File: config.mk
export PLATFORM = sky130hd
export DESIGN_NAME = keypad_emulator
export DESIGN_NICKNAME = d
export VERILOG_FILES = /design/src/rtl/kpd_emu_pkg.sv /design/src/rtl/kpd_bounce_lfsr.sv /design/src/rtl/keypad_emulator.sv
export SDC_FILE = /design/constraint.sdc
export NUM_CORES = 1
export LEC_CHECK = 0
export ABC_AREA = 1
export CELL_PAD_IN_SITES_DETAIL_PLACEMENT = 1
export CELL_PAD_IN_SITES_GLOBAL_PLACEMENT = 1
export CORE_MARGIN = 4
export CORE_UTILIZATION = 34
export CTS_BUF_LIST = sky130_fd_sc_hd__clkbuf_2
export CTS_CLUSTER_SIZE = 16
export DETAILED_ROUTE_END_ITERATION = 16
export GPL_TIMING_DRIVEN = 0
export HOLD_SLACK_MARGIN = 0.05
export PLACE_DENSITY = 0.87
export SLEW_MARGIN = 5
export SYNTH_ARGS = -nofsm -noshare
export SYNTH_HDL_FRONTEND = slang
export SYNTH_SLANG_ARGS = --single-unit
File: constraint.sdc
create_clock -name clk -period 2.4 [get_ports clk]
set_clock_uncertainty 0.05 [all_clocks]
set_input_delay 0.72 -clock clk [delete_from_list [all_inputs] [get_ports clk]]
set_output_delay 0.72 -clock clk [all_outputs]
set_load 0.005 [all_outputs]
File: src/rtl/kpd_emu_pkg.sv
// ============================================================================
// Module      : kpd_emu_pkg
// Description : Shared types and constants for the 4x4 keypad emulator.
// Revision    : 1.0 - initial release
// ============================================================================
`default_nettype none

package kpd_emu_pkg;

    typedef enum logic [2:0] {
        IDLE           = 3'd0,
        PRESS_BOUNCE   = 3'd1,
        HELD           = 3'd2,
        RELEASE_BOUNCE = 3'd3,
        GAP            = 3'd4
    } kpd_emu_state_t;

    // Row/column indices are bit positions in rows/columns (bit 3 = row 1 / column 1).
    typedef struct packed {
        logic [1:0] row;
        logic [1:0] col;
    } kpd_pos_t;

    // Entries listed from key F down to key 0.
    localparam kpd_pos_t [15:0] KEY_TABLE = 64'h1304_8C56_79AB_DEF2;

    // Feedback taps q[7]^q[5]^q[4]^q[3].
    localparam logic [7:0] LFSR_TAP_MASK     = 8'hB8;
    localparam logic [7:0] LFSR_DEFAULT_SEED = 8'hA5;

    function automatic kpd_pos_t key_pos(input logic [3:0] code);
        return KEY_TABLE[code];
    endfunction

endpackage

`default_nettype wire

File: src/rtl/kpd_bounce_lfsr.sv
// ============================================================================
// Module      : kpd_bounce_lfsr
// Description : 8-bit Fibonacci LFSR (shift left) supplying contact bounce bits.
// Revision    : 1.0 - initial release
// ============================================================================
`default_nettype none

module kpd_bounce_lfsr
    import kpd_emu_pkg::*;
#(
    parameter logic [7:0] SEED = LFSR_DEFAULT_SEED
) (
    input  logic clk,
    input  logic reset,
    input  logic load,
    input  logic step,
    output logic bit_out
);

    logic [7:0] r_q;

    always_ff @(posedge clk) begin
        if (!reset) begin
            r_q <= SEED;
        end else if (load) begin
            r_q <= SEED;
        end else if (step) begin
            r_q <= {r_q[6:0], ^(r_q & LFSR_TAP_MASK)};
        end
    end

    assign bit_out = r_q[0];

endmodule

`default_nettype wire

File: src/rtl/keypad_emulator.sv
// ============================================================================
// Module      : keypad_emulator
// Description : Keypad end of a 4x4 row/column scan; presses a requested key
//               for a programmed hold time. KPD_BOUNCE_EN adds contact bounce.
// Revision    : 1.0 - initial release
// ============================================================================
`default_nettype none

module keypad_emulator
    import kpd_emu_pkg::*;
#(
    parameter int         BOUNCE_CYCLES = 16,
    parameter int         GAP_CYCLES    = 8,
    parameter logic [7:0] LFSR_SEED     = 8'hA5
) (
    input  logic        clk,
    input  logic        reset,
    input  logic [3:0]  key_code,
    input  logic [15:0] hold_cycles,
    input  logic        key_valid,
    output logic        key_ready,
    input  logic [3:0]  rows,
    output logic [3:0]  columns,
    output logic        busy,
    output logic        contact
);

    kpd_emu_state_t r_state, w_state_next;
    logic [15:0]    r_count, w_count_next;
    logic [3:0]     r_code,  w_code_next;
    logic [15:0]    w_hold_eff;
    kpd_pos_t       w_pos;

    assign w_hold_eff = (hold_cycles == 16'd0) ? 16'd1 : hold_cycles;

`ifdef KPD_BOUNCE_EN
    logic [15:0] r_hold, w_hold_next;
    logic        w_lfsr_load;
    logic        w_lfsr_step;
    logic        w_lfsr_bit;

    kpd_bounce_lfsr #(
        .SEED    (LFSR_SEED)
    ) u_lfsr (
        .clk     (clk),
        .reset   (reset),
        .load    (w_lfsr_load),
        .step    (w_lfsr_step),
        .bit_out (w_lfsr_bit)
    );

    always_ff @(posedge clk) begin
        if (!reset) begin
            r_hold <= 16'd0;
        end else begin
            r_hold <= w_hold_next;
        end
    end
`endif

    always_ff @(posedge clk) begin
        if (!reset) begin
            r_state <= IDLE;
            r_count <= 16'd0;
            r_code  <= 4'd0;
        end else begin
            r_state <= w_state_next;
            r_count <= w_count_next;
            r_code  <= w_code_next;
        end
    end

    always_comb begin
        w_state_next = r_state;
        w_count_next = r_count;
        w_code_next  = r_code;
`ifdef KPD_BOUNCE_EN
        w_hold_next  = r_hold;
        w_lfsr_load  = 1'b0;
        w_lfsr_step  = 1'b0;
`endif
        case (r_state)
            IDLE: begin
                if (key_valid) begin
                    w_code_next  = key_code;
`ifdef KPD_BOUNCE_EN
                    w_hold_next  = w_hold_eff;
                    w_state_next = PRESS_BOUNCE;
                    w_count_next = 16'(BOUNCE_CYCLES - 1);
                    w_lfsr_load  = 1'b1;
`else
                    w_state_next = HELD;
                    w_count_next = w_hold_eff - 16'd1;
`endif
                end
            end
`ifdef KPD_BOUNCE_EN
            PRESS_BOUNCE: begin
                w_lfsr_step = 1'b1;
                if (r_count == 16'd0) begin
                    w_state_next = HELD;
                    w_count_next = r_hold - 16'd1;
                end else begin
                    w_count_next = r_count - 16'd1;
                end
            end
            HELD: begin
                if (r_count == 16'd0) begin
                    w_state_next = RELEASE_BOUNCE;
                    w_count_next = 16'(BOUNCE_CYCLES - 1);
                    w_lfsr_load  = 1'b1;
                end else begin
                    w_count_next = r_count - 16'd1;
                end
            end
            RELEASE_BOUNCE: begin
                w_lfsr_step = 1'b1;
                if (r_count == 16'd0) begin
                    w_state_next = GAP;
                    w_count_next = 16'(GAP_CYCLES - 1);
                end else begin
                    w_count_next = r_count - 16'd1;
                end
            end
`else
            HELD: begin
                if (r_count == 16'd0) begin
                    w_state_next = GAP;
                    w_count_next = 16'(GAP_CYCLES - 1);
                end else begin
                    w_count_next = r_count - 16'd1;
                end
            end
`endif
            GAP: begin
                if (r_count == 16'd0) begin
                    w_state_next = IDLE;
                end else begin
                    w_count_next = r_count - 16'd1;
                end
            end
            default: begin
                w_state_next = IDLE;
                w_count_next = 16'd0;
            end
        endcase
    end

    // Contact is decoded only from registers, so it moves solely on clock edges.
    always_comb begin
        contact = 1'b0;
        case (r_state)
            HELD: contact = 1'b1;
`ifdef KPD_BOUNCE_EN
            PRESS_BOUNCE, RELEASE_BOUNCE: contact = w_lfsr_bit;
`endif
            default: contact = 1'b0;
        endcase
    end

    assign w_pos = key_pos(r_code);

    always_comb begin
        columns            = 4'b1111;
        columns[w_pos.col] = ~(contact & rows[w_pos.row]);
    end

    assign key_ready = (r_state == IDLE);
    assign busy      = (r_state != IDLE);

endmodule

`default_nettype wire

---- Word level (Yosys, flattened, before mapping) ----
Memory sizes are Yosys's and may differ from the RTL's. A register that Yosys moved wholly into a read port is not among the register bits.
Cells that the tools add are included.
word-level totals
  register bits ........................... 23
  bits in read-only memories .............. 64
  bits of input ports ..................... 27
  output and inout bits ................... 7
  word-level logic and storage cells ...... 45
  memories kept ........................... 1
cells by class
  add/sub/neg operators ................... 2
  order comparisons ....................... 4
  eq/ne operators ......................... 6
  mux-type cells .......................... 17
  bitwise logic cells ..................... 4
  reductions and logical operators ........ 8
memory list
  name              depth  width  rd ports  clocked after Yosys merged registers in  wr ports  RTL line           source
  (name not given)  16     4      1         1                                        0         kpd_emu_pkg.sv:32  return KEY_TABLE[code];
operator list
  operator                                                     count
  two-way mux 16 bit                                           4
  one-hot mux 16 bit (3 select lines)                          1
  logical NOT 16 bit                                           2
  subtractor 16 x 1 -> 16 bit (second input constant)          2
  two-way mux 4 bit                                            3
  two-way mux 3 bit                                            3
  one-hot mux 3 bit (3 select lines)                           1
  inequality test 2 bit (second input constant)                4
  less-than comparator 2 x 3 -> 1 bit (second input constant)  2
  less-than comparator 4 x 5 -> 1 bit (second input constant)  1
  inverter 4 bit                                               1
  bitwise OR 4 bit                                             1
  AND reduction 2 bit                                          2
  == test 3 x 2 -> 1 bit (second input constant)               1
  == test 3 bit (second input constant)                        1
  logical NOT 3 bit                                            1
  two-way mux 1 bit                                            3
  AND reduction 3 bit                                          1
  nonzero test 3 bit                                           1
  binary-select mux 1 bit (select 2 bit)                       1
  demux 1 bit (select 2 bit)                                   1
  >= comparator 2 x 1 -> 1 bit (second input constant)         1
  bitwise AND 1 bit                                            1
  logical AND 1 bit                                            1
  inverter 1 bit                                               1

---- Longest topological paths before layout ----
  word-level depth ........................ 8
  gate-level depth with buffers ........... 14
  depth with buffers taken out ............ 14

---- Least setup slack after synthesis ----
Ideal clock, no wire load.
  path kind ............................... input -> register
  start ................................... input hold_cycles[8]
  end ..................................... register r_count[4]
  setup time .............................. 135 ps
  arrival time ............................ 2151 ps
  required time ........................... 2215 ps
  path slack .............................. 63 ps
  stages .................................. 14
  path buffers ............................ 0
  cell sequence ........................... nor2_1 > nand2_1 > nor2_1 > nand2_1 > nand2_1 > inv_1 > ha_1 > inv_1 > nor2_1 > nor2_1 > nor2_1 > a22o_1 > nand2_1 > a21oi_1
between the ends
  longest elaborated chain between the ends .. 5
ends and longest elaborated chain
  what                                 RTL line               source
  start, declared                      keypad_emulator.sv:19  input logic [15:0] hold_cycles,
  logical NOT 16 bit                   keypad_emulator.sv:34  assign w_hold_eff = (hold_cycles == 16'd0) ? 16'd1 : hold_cycles;
  two-way mux 16 bit                   keypad_emulator.sv:34
  subtractor 16 x 1 -> 16 bit          keypad_emulator.sv:93  w_count_next = w_hold_eff - 16'd1;
  two-way mux 16 bit                   keypad_emulator.sv:84  if (key_valid) begin
  one-hot mux 16 bit (3 select lines)  keypad_emulator.sv:82  case (r_state)
  end signal, assigned                 keypad_emulator.sv:68  r_count <= w_count_next;
  end, declared                        keypad_emulator.sv:29  logic [15:0] r_count, w_count_next;
Every way passes these cells. The select of a mux whose other input is x is not followed.
A chain may end at the register's enable or synchronous reset.

---- Worst setup path after layout ----
  start ................................... input hold_cycles[15]
  end ..................................... register r_count[6]
Same word-level chain as after synthesis.

==> implementation parameters <==
Parameter                              Value

Critical path
  Crit Path Category    in -> reg
  Required time of the critical path    2.70 ns
  Largest fanout on the critical path    4
  Arrival time of the worst setup path    2.72 ns
  Crit-path cells    clkdlybuf4s50_1 > nor2_2 > nand2_1 > nor2_2 > nand2_2 > nand2_4 > inv_4 > ha_4 > inv_4 > nor2_4 > buf_4 > a21oi_1 > o21ai_0 > nand2_1 > nand2_1 > a21oi_2
  Critical path endpoint category    register
  Cell family with the largest share of critical-path delay    buffers and inverters
  Crit path largest cell delay    between 0.4 and 0.5 ns
  Critical Path Slowest Stage Cell    sky130_fd_sc_hd__clkdlybuf4s50_1
  Critical Path Source Type    input pin
  Cell type with the highest occurrence count on the critical path    sky130_fd_sc_hd__nand2_1
  Buffering stage count on the worst path with inverters included    4

Route
  DR vias    2,447
  Remaining design rule violation count    0
  Number of antenna-violating nets in the routed design    0
  Average wire length per cell after detail routing    15.09 um
  First-pass DRT Iterations    4
  DR vias/cell    5.152
  Final Routed Wirelength    7170 um
  Drt initial violations    80

Power and ir drop
  Worst IR Drop VDD    0.0002543 V
  Static leakage power    1.271 nW
  Power density relative to cell area    535.9 nW/um2

Placed design
  Cell Area, Placed    2444 um2
  Worst Setup Slack post-DPL    -0.9748 ns
  Post-DP HPWL    5216 um
  Final weighted congestion in routability-driven placement    approximately 0.91
  Count of port buffers added during placement    33

Synthesis
  Number of warnings reported in the yosys synthesis log    0
  Synthesized Nets    375
  Number of enable-type register cells in the synthesized netlist    0
  Most instantiated library cell after synthesis    sky130_fd_sc_hd__nand2_1
  Cells taking the most area after synthesis    sky130_fd_sc_hd__dfxtp_1, sky130_fd_sc_hd__nand2_1, sky130_fd_sc_hd__nor2_1
  Post-synthesis register bit count    26
  Share of flip-flops with an asynchronous set or reset after synthesis    0
  Dominant combinational cell family by area after synthesis    simple AND/OR/NAND/NOR gates
  Primary FF master, synth    sky130_fd_sc_hd__dfxtp_1
  Post-Syn Instances    345
  Fraction of the mapped netlist area in adder cells    0.01855
  Synth Area in Compound Gates    0.1305
  Share of the synthesized netlist area taken by xor and xnor gates    0.04762
  Fraction of synthesized area in multiplexers    0
  Area share of and/or/nand/nor cells after synthesis    0.4545
  Synth cell count leaders    sky130_fd_sc_hd__nand2_1, sky130_fd_sc_hd__nor2_1, sky130_fd_sc_hd__inv_1, sky130_fd_sc_hd__nand3_1, sky130_fd_sc_hd__dfxtp_1
  Synth cell types    37
  Post-synthesis instance area    around 2000 um2
  Top-area cell type share of the netlist area    0.2573
  Share of the yosys chip area belonging to registers    0.2573
  Largest area contributor in the netlist    sky130_fd_sc_hd__dfxtp_1
  Average size of a mapped cell    5.864 um2

Clocking
  Buffer cell driving the clock tree root    sky130_fd_sc_hd__clkbuf_2
  Max clock buf depth    2
  H-tree depth    1
  Insertion delay of the later-clocked pin in the worst-skew pair    0.39 ns
  Hold-fix buffers at CTS    0
  Cts bufs inserted    3
  CTS tree    yes
  Clock tree sinks    26
  Clock transition time at the flip-flop clock pins of the worst setup and hold paths    0.29 ns

GRT
  Final global-route overflow total    0
  Pin count of the biggest net entering global routing    16
  Vias in the first global route    2,532
  Wire length of the first global-routing pass    11,730 um
  All-Layer GR Usage    0.1978
  Initial antenna violation count    0

Outcome
  Violations in the final reports    negative setup slack
  Status    complete, but fails checks

Min path
  Kind of path behind the tightest hold check    reg -> reg

Timing
  Final max-slew violation count    0
  Timing-limited maximum frequency    about 0.41 GHz
  Unrepaired setup endpoints after global routing    true
  Relative slew slack    0.5404
  Number of hold-slack violations in the final timing report    0
  Final cycle utilization of the critical path    1.007
  Actual transition at the worst max-transition pin    0.6894 ns
  Setup ws final    -0.01575 ns
  Final setup violation count    1
  Setup TNS    -0.01575 ns
  Min Clock Period, post-route    2.416 ns
  Hold slack    0.4428 ns

Floorplan
  Die boundary height    85.14 um
  Total core area    5642 um2
  Top Ports    34
  Die extent in x    85.14 um
  Starting utilization of the core area    0.3586
  Row count    27
  Die Area    7249 um2

Finish
  Post-Route Utilization    0.4877
  Proportion of layout cells with a drive suffix above 1    0.2109
  Final nets    434
  Number of antenna cells inserted    0
  Final standard cell area without fillers    2751 um2
  Area growth from synthesis to layout    35.99%

Run
  Number of max-capacitance violations reported    0
==> report_power, final <==
part	switching (W)	internal [W]
sequential	0.0000538	0.000487
clock	0.000149	0.000143
combinational	0.000383	0.000259
total	0.000586	0.000889
==> placed cells by master (no fill, tap or decap), types with 4 or more instances in the layout <==
master and count:
sky130_fd_sc_hd__buf_2 6, sky130_fd_sc_hd__clkbuf_2 6, sky130_fd_sc_hd__nor2_4 5, sky130_fd_sc_hd__nor2_2 13
sky130_fd_sc_hd__dlygate4sd2_1 10, sky130_fd_sc_hd__o21ai_0 7, sky130_fd_sc_hd__nand2_1 104, sky130_fd_sc_hd__a21oi_1 24
sky130_fd_sc_hd__nand3_1 27, sky130_fd_sc_hd__xor2_1 8, sky130_fd_sc_hd__inv_1 36, sky130_fd_sc_hd__nor2_1 41
sky130_fd_sc_hd__nand3_2 4, sky130_fd_sc_hd__nand4_1 5, sky130_fd_sc_hd__clkdlybuf4s50_1 12, sky130_fd_sc_hd__dfxtp_1 23
sky130_fd_sc_hd__buf_4 20
==> registers in the layout (all words and copies together), names as in the netlist <==
register / cells
r_count: 16
r_state: 2
w_pos: 4
r_code: 4
==> worst register-to-register path: cells and delay by family, from the launching register on <==
family | cells | cell delay [ns]
fa+ha+maj | 1 | 0.21
flops | 1 | 0.43
simple gates | 3 | 0.24
compound gates | 4 | 1.07
buf+inv | 1 | 0.10
==> final timing paths <==
kind,from,end,slack [ns],depth (start not counted)
min,r_count[15]$_SDFFE_PN0P_,r_count[15]$_SDFFE_PN0P_,0.44,2
min reg2reg,r_count[15]$_SDFFE_PN0P_,r_count[15]$_SDFFE_PN0P_,0.44,2
max,hold_cycles[15],r_count[6]$_SDFFE_PN0P_,-0.02,16
max reg2reg,r_count[0]$_SDFFE_PN0P_,r_count[1]$_SDFFE_PN0P_,0.27,9
==> routing by layer <==
layer | GRT usage | part of all wire
met3 | 0.02718 | 0.022
met2 | 0.3573 | 0.51
met5 | 0 | 0
met1 | 0.2427 | 0.45
met4 | 0.05612 | 0.020
==> layout make-up <==
class                           instances  area [um2]
Fill cell                             793        2890
Multi-Input combinational cell        272        1436
Sequential cell                        26       529.3
Timing Repair Buffer                   54       446.7
Inverter                               42       165.2
Tap cell                               72       90.09
Buffer                                  5       38.79
Clock inverter                          1       30.03
Clock buffer                            3       15.01
==> stage by stage <==
stage,cells,power [W]
final,475,0.001475
after floorplan,345,0.0009204
after global placement,450,0.001088
after CTS,469,0.001451
after detailed placement,450,0.001114
after global routing,475,0.001580
==> kinds of logic after synthesis <==
| kind of cell | Yosys count |
|---|---|
| simple gates | 214 |
| buf+inv | 47 |
| compound gates | 44 |
| flops | 26 |
| xor+xnor | 11 |
| fa+ha+maj | 3 |
==> timing repair <==
action,CTS,global route
endpoints found under the setup margin,16,14
gates cloned,0,0
pin swaps,11,11
resized for setup,68,22
setup buffers,15,6
(Power assumes the default switching activity.)
